## src/rtl/stepgen_pkg.sv

```systemverilog
// Shared types and default widths for the step/dir generator.
// FSM state encoding and parameter defaults live here.
package stepgen_pkg;

  localparam int STEPS_W_DEF  = 32;
  localparam int PERIOD_W_DEF = 24;
  localparam int TIME_W_DEF   = 16;

  typedef enum logic [1:0] {
    IDLE,
    SETUP,
    PULSE,
    GAP
  } state_e;

endpackage

```

## src/rtl/interval_timer.sv

```systemverilog
// Loadable down-counter timing every SETUP/PULSE/GAP phase.
// zero_o flags the last cycle of a phase loaded with length-1.
module interval_timer #(
  parameter int W = 24
) (
  input  logic         clk_i,
  input  logic         rst_ni,
  input  logic         load_i,
  input  logic [W-1:0] val_i,
  input  logic         en_i,
  output logic         zero_o
);

  logic [W-1:0] cnt_q;

  // load wins over count; count saturates at zero
  always_ff @(posedge clk_i or negedge rst_ni) begin
    if (!rst_ni) begin
      cnt_q <= '0;
    end else if (load_i) begin
      cnt_q <= val_i;
    end else if (en_i && (cnt_q != '0)) begin
      cnt_q <= cnt_q - W'(1);
    end
  end

  assign zero_o = (cnt_q == '0);

endmodule

```

## src/rtl/step_dir_gen.sv

```systemverilog
// Command-driven step/dir pulse generator.
// Guarantees pulse width, dir setup and edge spacing per move.
module step_dir_gen
  import stepgen_pkg::*;
#(
  parameter int STEPS_W  = STEPS_W_DEF,
  parameter int PERIOD_W = PERIOD_W_DEF,
  parameter int TIME_W   = TIME_W_DEF
) (
  input  logic                clk,
  input  logic                resetn,
  input  logic                cmd_valid,
  output logic                cmd_ready,
  input  logic                cmd_dir,
  input  logic [STEPS_W-1:0]  cmd_steps,
  input  logic [PERIOD_W-1:0] cmd_period,
  input  logic [TIME_W-1:0]   pulse_len,
  input  logic [TIME_W-1:0]   dir_setup,
  input  logic                step_active_high,
  input  logic                abort,
  output logic                step,
  output logic                dir,
  output logic                busy,
  output logic                done,
  output logic [STEPS_W-1:0]  steps_left
);

  localparam int CW =
    ((PERIOD_W > TIME_W) ? PERIOD_W : TIME_W) + 1;

  state_e              state_q, state_d;
  logic                act_q, act_d;
  logic                dir_q, dir_d;
  logic                busy_q, busy_d;
  logic                done_q, done_d;
  logic                abrt_q, abrt_d;
  logic                pol_q, pol_d;
  logic                started_q;
  logic [STEPS_W-1:0]  left_q, left_d;
  logic [TIME_W-1:0]   pw_q, pw_d;
  logic [PERIOD_W-1:0] gap_q, gap_d;

  logic                tld;
  logic [PERIOD_W-1:0] tval;
  logic                tmr_en;
  logic                tz;

  logic [TIME_W-1:0]   pw_in;
  logic [TIME_W-1:0]   su_in;
  logic [CW-1:0]       per_min;
  logic [CW-1:0]       per_in;
  logic [CW-1:0]       per_eff;
  logic [PERIOD_W-1:0] gap_in;
  logic [PERIOD_W-1:0] pw_ld;
  logic                pol_eff;
  logic                stop_pulse;

  // clamp command timing so width >= 1 and gap >= 1
  always_comb begin
    pw_in   = (pulse_len == '0) ? TIME_W'(1) : pulse_len;
    su_in   = (dir_setup == '0) ? TIME_W'(1) : dir_setup;
    per_min = CW'(pw_in) + CW'(1);
    per_in  = CW'(cmd_period);
    per_eff = (per_in < per_min) ? per_min : per_in;
    gap_in  = PERIOD_W'(per_eff - CW'(pw_in));
    pw_ld   = PERIOD_W'(pw_q) - PERIOD_W'(1);
  end

  assign cmd_ready  = started_q && (state_q == IDLE) && !abort;
  assign tmr_en     = (state_q != IDLE);
  assign stop_pulse = abort || abrt_q;

  interval_timer #(
    .W (PERIOD_W)
  ) u_tmr (
    .clk_i  (clk),
    .rst_ni (resetn),
    .load_i (tld),
    .val_i  (tval),
    .en_i   (tmr_en),
    .zero_o (tz)
  );

  // next-state, output and timer-load decisions
  always_comb begin
    state_d = state_q;
    act_d   = act_q;
    dir_d   = dir_q;
    busy_d  = busy_q;
    done_d  = 1'b0;
    abrt_d  = abrt_q;
    pol_d   = pol_q;
    left_d  = left_q;
    pw_d    = pw_q;
    gap_d   = gap_q;
    tld     = 1'b0;
    tval    = '0;
    unique case (state_q)
      IDLE: begin
        pol_d  = step_active_high;
        abrt_d = 1'b0;
        if (cmd_valid && cmd_ready) begin
          pw_d   = pw_in;
          gap_d  = gap_in;
          left_d = cmd_steps;
          if (cmd_steps == '0) begin
            done_d = 1'b1;
          end else if (cmd_dir != dir_q) begin
            busy_d  = 1'b1;
            dir_d   = cmd_dir;
            state_d = SETUP;
            tld     = 1'b1;
            tval    = PERIOD_W'(su_in) - PERIOD_W'(1);
          end else begin
            busy_d  = 1'b1;
            act_d   = 1'b1;
            left_d  = cmd_steps - STEPS_W'(1);
            state_d = PULSE;
            tld     = 1'b1;
            tval    = PERIOD_W'(pw_in) - PERIOD_W'(1);
          end
        end
      end
      SETUP: begin
        if (abort) begin
          state_d = IDLE;
          busy_d  = 1'b0;
          done_d  = 1'b1;
        end else if (tz) begin
          state_d = PULSE;
          act_d   = 1'b1;
          left_d  = left_q - STEPS_W'(1);
          tld     = 1'b1;
          tval    = pw_ld;
        end
      end
      PULSE: begin
        if (abort) begin
          abrt_d = 1'b1;
        end
        if (tz) begin
          act_d = 1'b0;
          if (stop_pulse) begin
            state_d = IDLE;
            busy_d  = 1'b0;
            done_d  = 1'b1;
          end else begin
            state_d = GAP;
            tld     = 1'b1;
            tval    = gap_q - PERIOD_W'(1);
          end
        end
      end
      GAP: begin
        if (abort || (tz && (left_q == '0))) begin
          state_d = IDLE;
          busy_d  = 1'b0;
          done_d  = 1'b1;
        end else if (tz) begin
          state_d = PULSE;
          act_d   = 1'b1;
          left_d  = left_q - STEPS_W'(1);
          tld     = 1'b1;
          tval    = pw_ld;
        end
      end
      default: begin
        state_d = IDLE;
      end
    endcase
  end

  // state and output registers
  always_ff @(posedge clk or negedge resetn) begin
    if (!resetn) begin
      state_q   <= IDLE;
      act_q     <= 1'b0;
      dir_q     <= 1'b0;
      busy_q    <= 1'b0;
      done_q    <= 1'b0;
      abrt_q    <= 1'b0;
      pol_q     <= 1'b1;
      started_q <= 1'b0;
      left_q    <= '0;
      pw_q      <= '0;
      gap_q     <= '0;
    end else begin
      state_q   <= state_d;
      act_q     <= act_d;
      dir_q     <= dir_d;
      busy_q    <= busy_d;
      done_q    <= done_d;
      abrt_q    <= abrt_d;
      pol_q     <= pol_d;
      started_q <= 1'b1;
      left_q    <= left_d;
      pw_q      <= pw_d;
      gap_q     <= gap_d;
    end
  end

  // until the first edge after reset, idle level follows the pin
  assign pol_eff    = started_q ? pol_q : step_active_high;
  assign step       = act_q ? pol_eff : ~pol_eff;
  assign dir        = dir_q;
  assign busy       = busy_q;
  assign done       = done_q;
  assign steps_left = left_q;

endmodule

```

## config.mk

```make
export PLATFORM = sky130hd
export DESIGN_NAME = step_dir_gen
export DESIGN_NICKNAME = d
export VERILOG_FILES = /design/src/rtl/stepgen_pkg.sv /design/src/rtl/interval_timer.sv /design/src/rtl/step_dir_gen.sv
export SDC_FILE = /design/constraint.sdc
export NUM_CORES = 1
export LEC_CHECK = 0
export ABC_AREA = 0
export CAP_MARGIN = 0
export CORE_UTILIZATION = 66
export CTS_CLUSTER_SIZE = 14
export DETAILED_ROUTE_END_ITERATION = 7
export DONT_BUFFER_PORTS = 1
export GPL_TIMING_DRIVEN = 0
export PLACE_DENSITY = 0.82
export SLEW_MARGIN = 20
export SYNTH_ARGS = -nofsm -noshare
export SYNTH_HDL_FRONTEND = slang
export SYNTH_HIERARCHICAL = 1
export SYNTH_SLANG_ARGS = --single-unit
```

## constraint.sdc

```tcl
create_clock -name clk -period 4.32 [get_ports clk]
set_input_delay 0.864 -clock clk [delete_from_list [all_inputs] [get_ports clk]]
set_output_delay 0.864 -clock clk [all_outputs]
set_load 0.01 [all_outputs]
```

# Yosys cells after proc, flatten, opt, wreduce, memory -nomap -nowiden
# Index checks and enable logic that the tools add are counted.
dict set report op_classes {
  addsub 9
  order_cmp 1
  bitwise 2
  reduce_logical 26
  muxes 64
  eq_ne 14
}
# cell n
set ops {}
lappend ops {{two-way mux 24 bit} 11}
lappend ops {{two-way mux 32 bit} 6}
lappend ops {{one-hot mux 24 bit (4 select lines)} 1}
lappend ops {{one-hot mux 32 bit (3 select lines)} 1}
lappend ops {{logical NOT 32 bit} 2}
lappend ops {{subtractor 32 x 1 -> 32 bit, second input constant} 2}
lappend ops {{subtractor 16 x 1 -> 17 bit, second input constant} 3}
lappend ops {{subtractor 24 x 1 -> 24 bit, second input constant} 2}
lappend ops {{logical NOT 16 bit} 2}
lappend ops {{two-way mux 16 bit} 2}
lappend ops {{two-way mux 1 bit} 29}
lappend ops {{logical NOT 24 bit} 1}
lappend ops {{< comparator 24 x 17 -> 1 bit} 1}
lappend ops {{nonzero test 24 bit} 1}
lappend ops {{subtractor 24 x 16 -> 24 bit} 1}
lappend ops {{!= test 2 bit, second input constant} 9}
lappend ops {{adder 16 x 1 -> 17 bit, second input constant} 1}
lappend ops {{two-way mux 2 bit} 8}
lappend ops {{one-hot mux 1 bit (4 select lines)} 4}
lappend ops {{AND reduction 6 bit} 2}
lappend ops {{one-hot mux 2 bit (4 select lines)} 1}
lappend ops {{AND reduction 4 bit} 2}
lappend ops {{nonzero test 2 bit} 3}
lappend ops {{logical AND 1 bit} 5}
lappend ops {{12 further kinds} 16}
dict set report totals {
  input_bits 94
  register_bits 105
}

# Longest topological paths before layout
dict set report logic_depth {
  ltp_word 8
  depth_mapped 27
}

# Modules after synthesis
# Netlist, hierarchy kept.
# mod area_per_inst_um2 cells_each instances seq_area_each_um2
set by_module_without_submodules {}
lappend by_module_without_submodules {step_dir_gen 7855.0 1037 1 2028.2}
lappend by_module_without_submodules {interval_timer 1487.7 171 1 600.6}

# Worst setup path before layout
# OpenSTA, ideal clock, no wires.
dict set report synth_path {
  kind {input to register}
  startpoint {input port pulse_len[1]}
  endpoint {register gap_q[22]}
  required_time_ns 4.188
  arrival_ns 6.443
  path_buffers 3
  setup_ns 0.132
  setup_slack_ns -2.256
  stages 25
  path_cell_list {clkbuf_1 nand4_1 nor2_1 nand4_1 or4_1 xnor2_1 ha_1 a211oi_1 o211ai_1 a2111o_1 or2_2 clkbuf_1 clkbuf_1 nor2_1 a21oi_1 ha_1 fa_1 nor2b_1 o21ai_0 a21oi_1 o21ai_0 o21a_1 o41a_1 a311oi_1 nand3_1}
}
dict set report synth_via {
  elab_chain_len 6
}
# element line_no
set synth_rtl {}
lappend synth_rtl {{start: declaration} step_dir_gen.sv:17} ;# input logic [TIME_W-1:0] pulse_len,
lappend synth_rtl {{logical NOT 16 bit} step_dir_gen.sv:60} ;# pw_in = (pulse_len == '0) ? TIME_W'(1) : pulse_len;
lappend synth_rtl {{two-way mux 16 bit (*)} step_dir_gen.sv:60}
lappend synth_rtl {{adder 16 x 1 -> 17 bit} step_dir_gen.sv:62} ;# per_min = CW'(pw_in) + CW'(1);
lappend synth_rtl {{< comparator 24 x 17 -> 1 bit} step_dir_gen.sv:64} ;# per_eff = (per_in < per_min) ? per_min : per_in;
lappend synth_rtl {{two-way mux 24 bit} step_dir_gen.sv:64}
lappend synth_rtl {{subtractor 24 x 16 -> 24 bit (*)} step_dir_gen.sv:65} ;# gap_in = PERIOD_W'(per_eff - CW'(pw_in));
lappend synth_rtl {{end signal: assignment} step_dir_gen.sv:198} ;# gap_q <= gap_d;
lappend synth_rtl {{end: declaration} step_dir_gen.sv:41} ;# logic [PERIOD_W-1:0] gap_q, gap_d;
# Mark *: on every way between the ends. The rest lies on a longest branch, timed or not.
# A chain may end at the register's enable or synchronous reset.

# Worst setup path after layout
dict set report layout_path {
  startpoint {input port pulse_len[1]}
  endpoint {register gap_q[22]}
}
dict set report layout_via {
  elab_chain_len 6
}
# element line_no
set layout_rtl {}
lappend layout_rtl {{logical NOT 16 bit (*)} step_dir_gen.sv:60}
lappend layout_rtl {{two-way mux 16 bit (*)} step_dir_gen.sv:60}
lappend layout_rtl {{named net pw_in[0]} step_dir_gen.sv:48} ;# logic [TIME_W-1:0] pw_in;
lappend layout_rtl {{adder 16 x 1 -> 17 bit} step_dir_gen.sv:62}
lappend layout_rtl {{< comparator 24 x 17 -> 1 bit} step_dir_gen.sv:64}
lappend layout_rtl {{two-way mux 24 bit} step_dir_gen.sv:64}
lappend layout_rtl {{subtractor 24 x 16 -> 24 bit (*)} step_dir_gen.sv:65}
# Mark *: on every way through the listed nets, which the timed path passes. The rest lies on a longest branch.

==> run_results.csv <==
group,metric,value,unit
run_status,run_status,"finished with violations",
run_status,violations,"DRC, setup timing",
timing,setup_viol,23,
routing,drt_wl_total,31.5,mm
clock_tree,clk_pin_slew,0.08,ns
timing,skew,0.0114,ns
pwr,power.density,497,nW/um^2
routing,first_pass_iters,8,
timing,tns,-28.87,ns
floorplanning,fp.dieW,121,um
clock_tree,cts_hold_buf,0,
clock_tree,cts_buffer_depth,2,
clock_tree,clkSinkCount,105,
clock_tree,root_buffer,"clkbuf_16",
timing,finalCriticalPeriod,6.04,ns
placement,place_ws,-2.52,ns
synthesis,synth_area_leaders,"dfrtp_1 (28%), xnor2_1 (7.4%), o21ai_0 (7.1%), ha_1 (5.1%), nand2_1 (5.0%)",
placement,place_hpwl,21.5,mm
critical_path,r2r_start,"state_q[0]",
timing,hold_viol,0,
routing,route.vias.total,10210,
critical_path,crit_required,4.55,ns
synthesis,synth_area,9340,um^2
floorplanning,io_pins,131,
timing,clock.fmax,166,MHz
finish,mostFrequentLayoutCell,"nand2_1",
global_route,grt.total_usage,40.3,%
critical_path,worstPathMaxFanout,7,
synthesis,ys_ff_latch,105,
timing,tightestPinTransition,1.16,ns
clock_tree,cts_max_level,3,
critical_path,crit_buf_inv,3,
finish,drive_gt1_share,13.4,%
pwr,combPwrFrac,46.1,%
synthesis,avgSynthCellArea,7.73,um^2
floorplanning,initial_core_util,67.6,%
pwr,swShare,46.7,%
clock_tree,cts_buffers,9,
routing,routedWlPerCell,21.7,um
finish,antenna_cells,0,
floorplanning,die_area,14600,um^2
floorplanning,core_area,13800,um^2
routing,drt_iter0_drc,1311,
synthesis,netlist.top_cell.by_area,"dfrtp_1",
pwr,p_int,2850,uW
placement,dp.cells,1388,
pwr,power_switching,2500,uW
critical_path,crit_type,"input port to register",
floorplanning,rows,43,
synthesis,synthesis.nets,1341,
finish,stdcell_count,1452,
pwr,clockPowerShare,15.1,%
job,drv_cap,0,
timing,slew_headroom,22.5,%
critical_path,reg2reg_slack,0.18,ns
global_route,antenna_found_initial,0,
synthesis,synthDistinctLibCells,77,
finish,fill_cells,966,
synthesis,async_flop_share,100,%
placement,place_congestion,0.959,
clock_tree,clock_latency,0.36,ns
critical_path,critPathMaxStageDelay,0.65,ns
timing,slew_viol_final,0,
critical_path,r2r_cells,10,
synthesis,synth_flop_cell,"dfrtp_1",
synthesis,synth_top_area_share,27.9,%
critical_path,crit_slowest_cell,"o21ai_1",
placement,port_buffers,0,
global_route,grt_pass1_wl,46.3,mm
global_route,grt_pass1_vias,8976,
critical_path,start_kind,"input port",
routing,avgViaCountPerCell,7.03,
finish,fin_nets,1400,
synthesis,yosys_warnings,6,
global_route,grt_max_degree,106,
critical_path,crit_chain,"clkbuf_16, buf_4, nor3_1, nand3_1, o21ai_1, o21ai_0, ha_1, o211ai_1, nand2b_1, o211a_1, or2_4, clkbuf_16, nor2_4, a21oi_4, ha_4, fa_2, nor2b_2, o21ai_2, a21oi_4, o21ai_2, o21a_2, o41a_1, a311oi_1, nand3_1",
timing,period_share,140,%
pwr,power_leakage,0.00425,uW
critical_path,critPathCaptureType,"register",
critical_path,critPathArrivalTime,6.27,ns
finish,layout_common_cells,"nand2_1 (120), nor2_1 (108), o21ai_0 (104), dfrtp_1 (104), xnor2_1 (72)",
pwr,pwr-share-seq,38.8,%
critical_path,crit_family,"compound AO/OA/AOI/OAI gates",
timing,rsz0062_at_grt,"true",
routing,drc,2,
floorplanning,die_h,121,um
critical_path,cp_num_cells,24,
synthesis,yosysSeqAreaShare,28.1,%
pwr,ir_worst_vdd,0.241,mV
finish,area_delta_synth_final,15.3,%
timing,worst_slack,-1.72,ns
min_path,hold_path.class,"input port to async pin",
synthesis,synth-edff-count,0,
critical_path,r2r-end,"gap_q[16]",
clock_tree,cts_tree,"done",
global_route,grt_overflow,0,
synthesis,syn_inst,1208,
routing,ant_nets,0,
==> cell type report <==
type	count	area [um^2]	area share (%)
repair buffers	49	433	4.02
well taps	180	225	2.09
multi-input cells	1003	6750	62.7
inverters	39	146	1.36
clock buffers	11	243	2.25
flip-flops and latches	105	2630	24.4
plain buffers	60	305	2.83
clock inverters	5	41.3	0.383
==> metrics by stage <==
step	util [%]	area, um^2	hold WS (ns)	power [uW]
after global routing	77.9	10800	0.187	5670
after global placement	70.2	9710	0.497	4170
after floorplan	-	9490	0.473	3630
after CTS	75.1	10400	0.189	5110
after detailed placement	70.2	9710	0.508	4250
final	77.9	10800	0.198	5360
==> registers in the layout, summed over array words and instances (netlist names) <==
signal,flops
abrt_q,1
steps_left,32
state_q,2
u_tmr/cnt_q,24
busy,1
pw_q,16
dir,1
gap_q,24
act_q,1
done,1
started_q,1
pol_q,1
==> worst max path at each step <==
stage / start / end / slack, ns
after global routing: pulse_len[1] / gap_q[22] / -1.83
after detailed placement: pulse_len[1] / gap_q[15] / -2.52
after global placement: pulse_len[1] / gap_q[15] / -2.43
final: pulse_len[1] / gap_q[22] / -1.72
after CTS: pulse_len[1] / gap_q[22] / -1.49
after floorplan: pulse_len[1] / gap_q[22] / -1.77
==> cells by family after synthesis <==
kind of cell,count (synthesis),share of synthesized area (%)
AND/OR/NAND/NOR,513,28.1
multiplexers,20,2.25
adder cells (fa/ha/maj),39,5.30
buffers and inverters,100,4.04
AO/OA/AOI/OAI,307,20.6
XOR/XNOR,123,11.5
flip-flops,105,28.1
other,1,0.0401
==> what timing repair did <==
| action | CTS | global route |
|---|---|---|
| setup endpoints to repair | 32 | 49 |
| setup buffers | 30 | 19 |
| gates cloned | 0 | 1 |
| pin swaps | 44 | 32 |
| gates resized for setup | 48 | 60 |
==> per-layer routing <==
metal	share of wire [%]	track usage (%)	vias to the layer above
li1	-	-	4539
met1	40	55.6	4788
met2	44	60.6	754
met3	12	9.59	129
met4	4.4	16.4	0
met5	0	0	-
==> worst register-to-register path: stages, from the launching register on <==
cell and delay (ns):
dfrtp_1 0.36, clkbuf_1 0.23, nor2_1 0.18, inv_1 0.15, nor3b_1 0.97, and2_1 0.23, clkbuf_1 0.32, clkbuf_1 0.55
clkbuf_1 0.64, nand4_1 0.26, nand3_1 0.18
==> cells in the mapped netlist (7+ instances only) <==
cell type	count
o21ai_0	133
nand2_1	124
nor2_1	114
dfrtp_1	104
xnor2_1	79
clkbuf_1	56
nand3_1	53
nor3_1	52
a21oi_1	51
xor2_1	44
nor4_1	40
ha_1	38
inv_1	38
or4_1	23
nand4_1	16
or3_1	16
a221oi_1	13
mux2i_1	12
o22ai_1	12
o221ai_1	11
and3_1	10
nor3b_1	10
o211ai_1	10
a211oi_1	9
a21o_1	9
and2_1	9
nand2b_1	9
mux2_2	8
a31oi_1	7
o21a_1	7
o31ai_1	7
==> power by group through the flow <==
stage / logic, uW / clock network [uW] / registers (uW)
6_report: 2470 / 811 / 2080
2_1_floorplan: 1750 / 0 / 1890
4_1_cts: 2270 / 807 / 2030
3_3_place_gp: 2140 / 0 / 2030
3_5_place_dp: 2200 / 0 / 2050
5_1_grt: 2690 / 856 / 2120
Power figures use the tool's default switching activity.
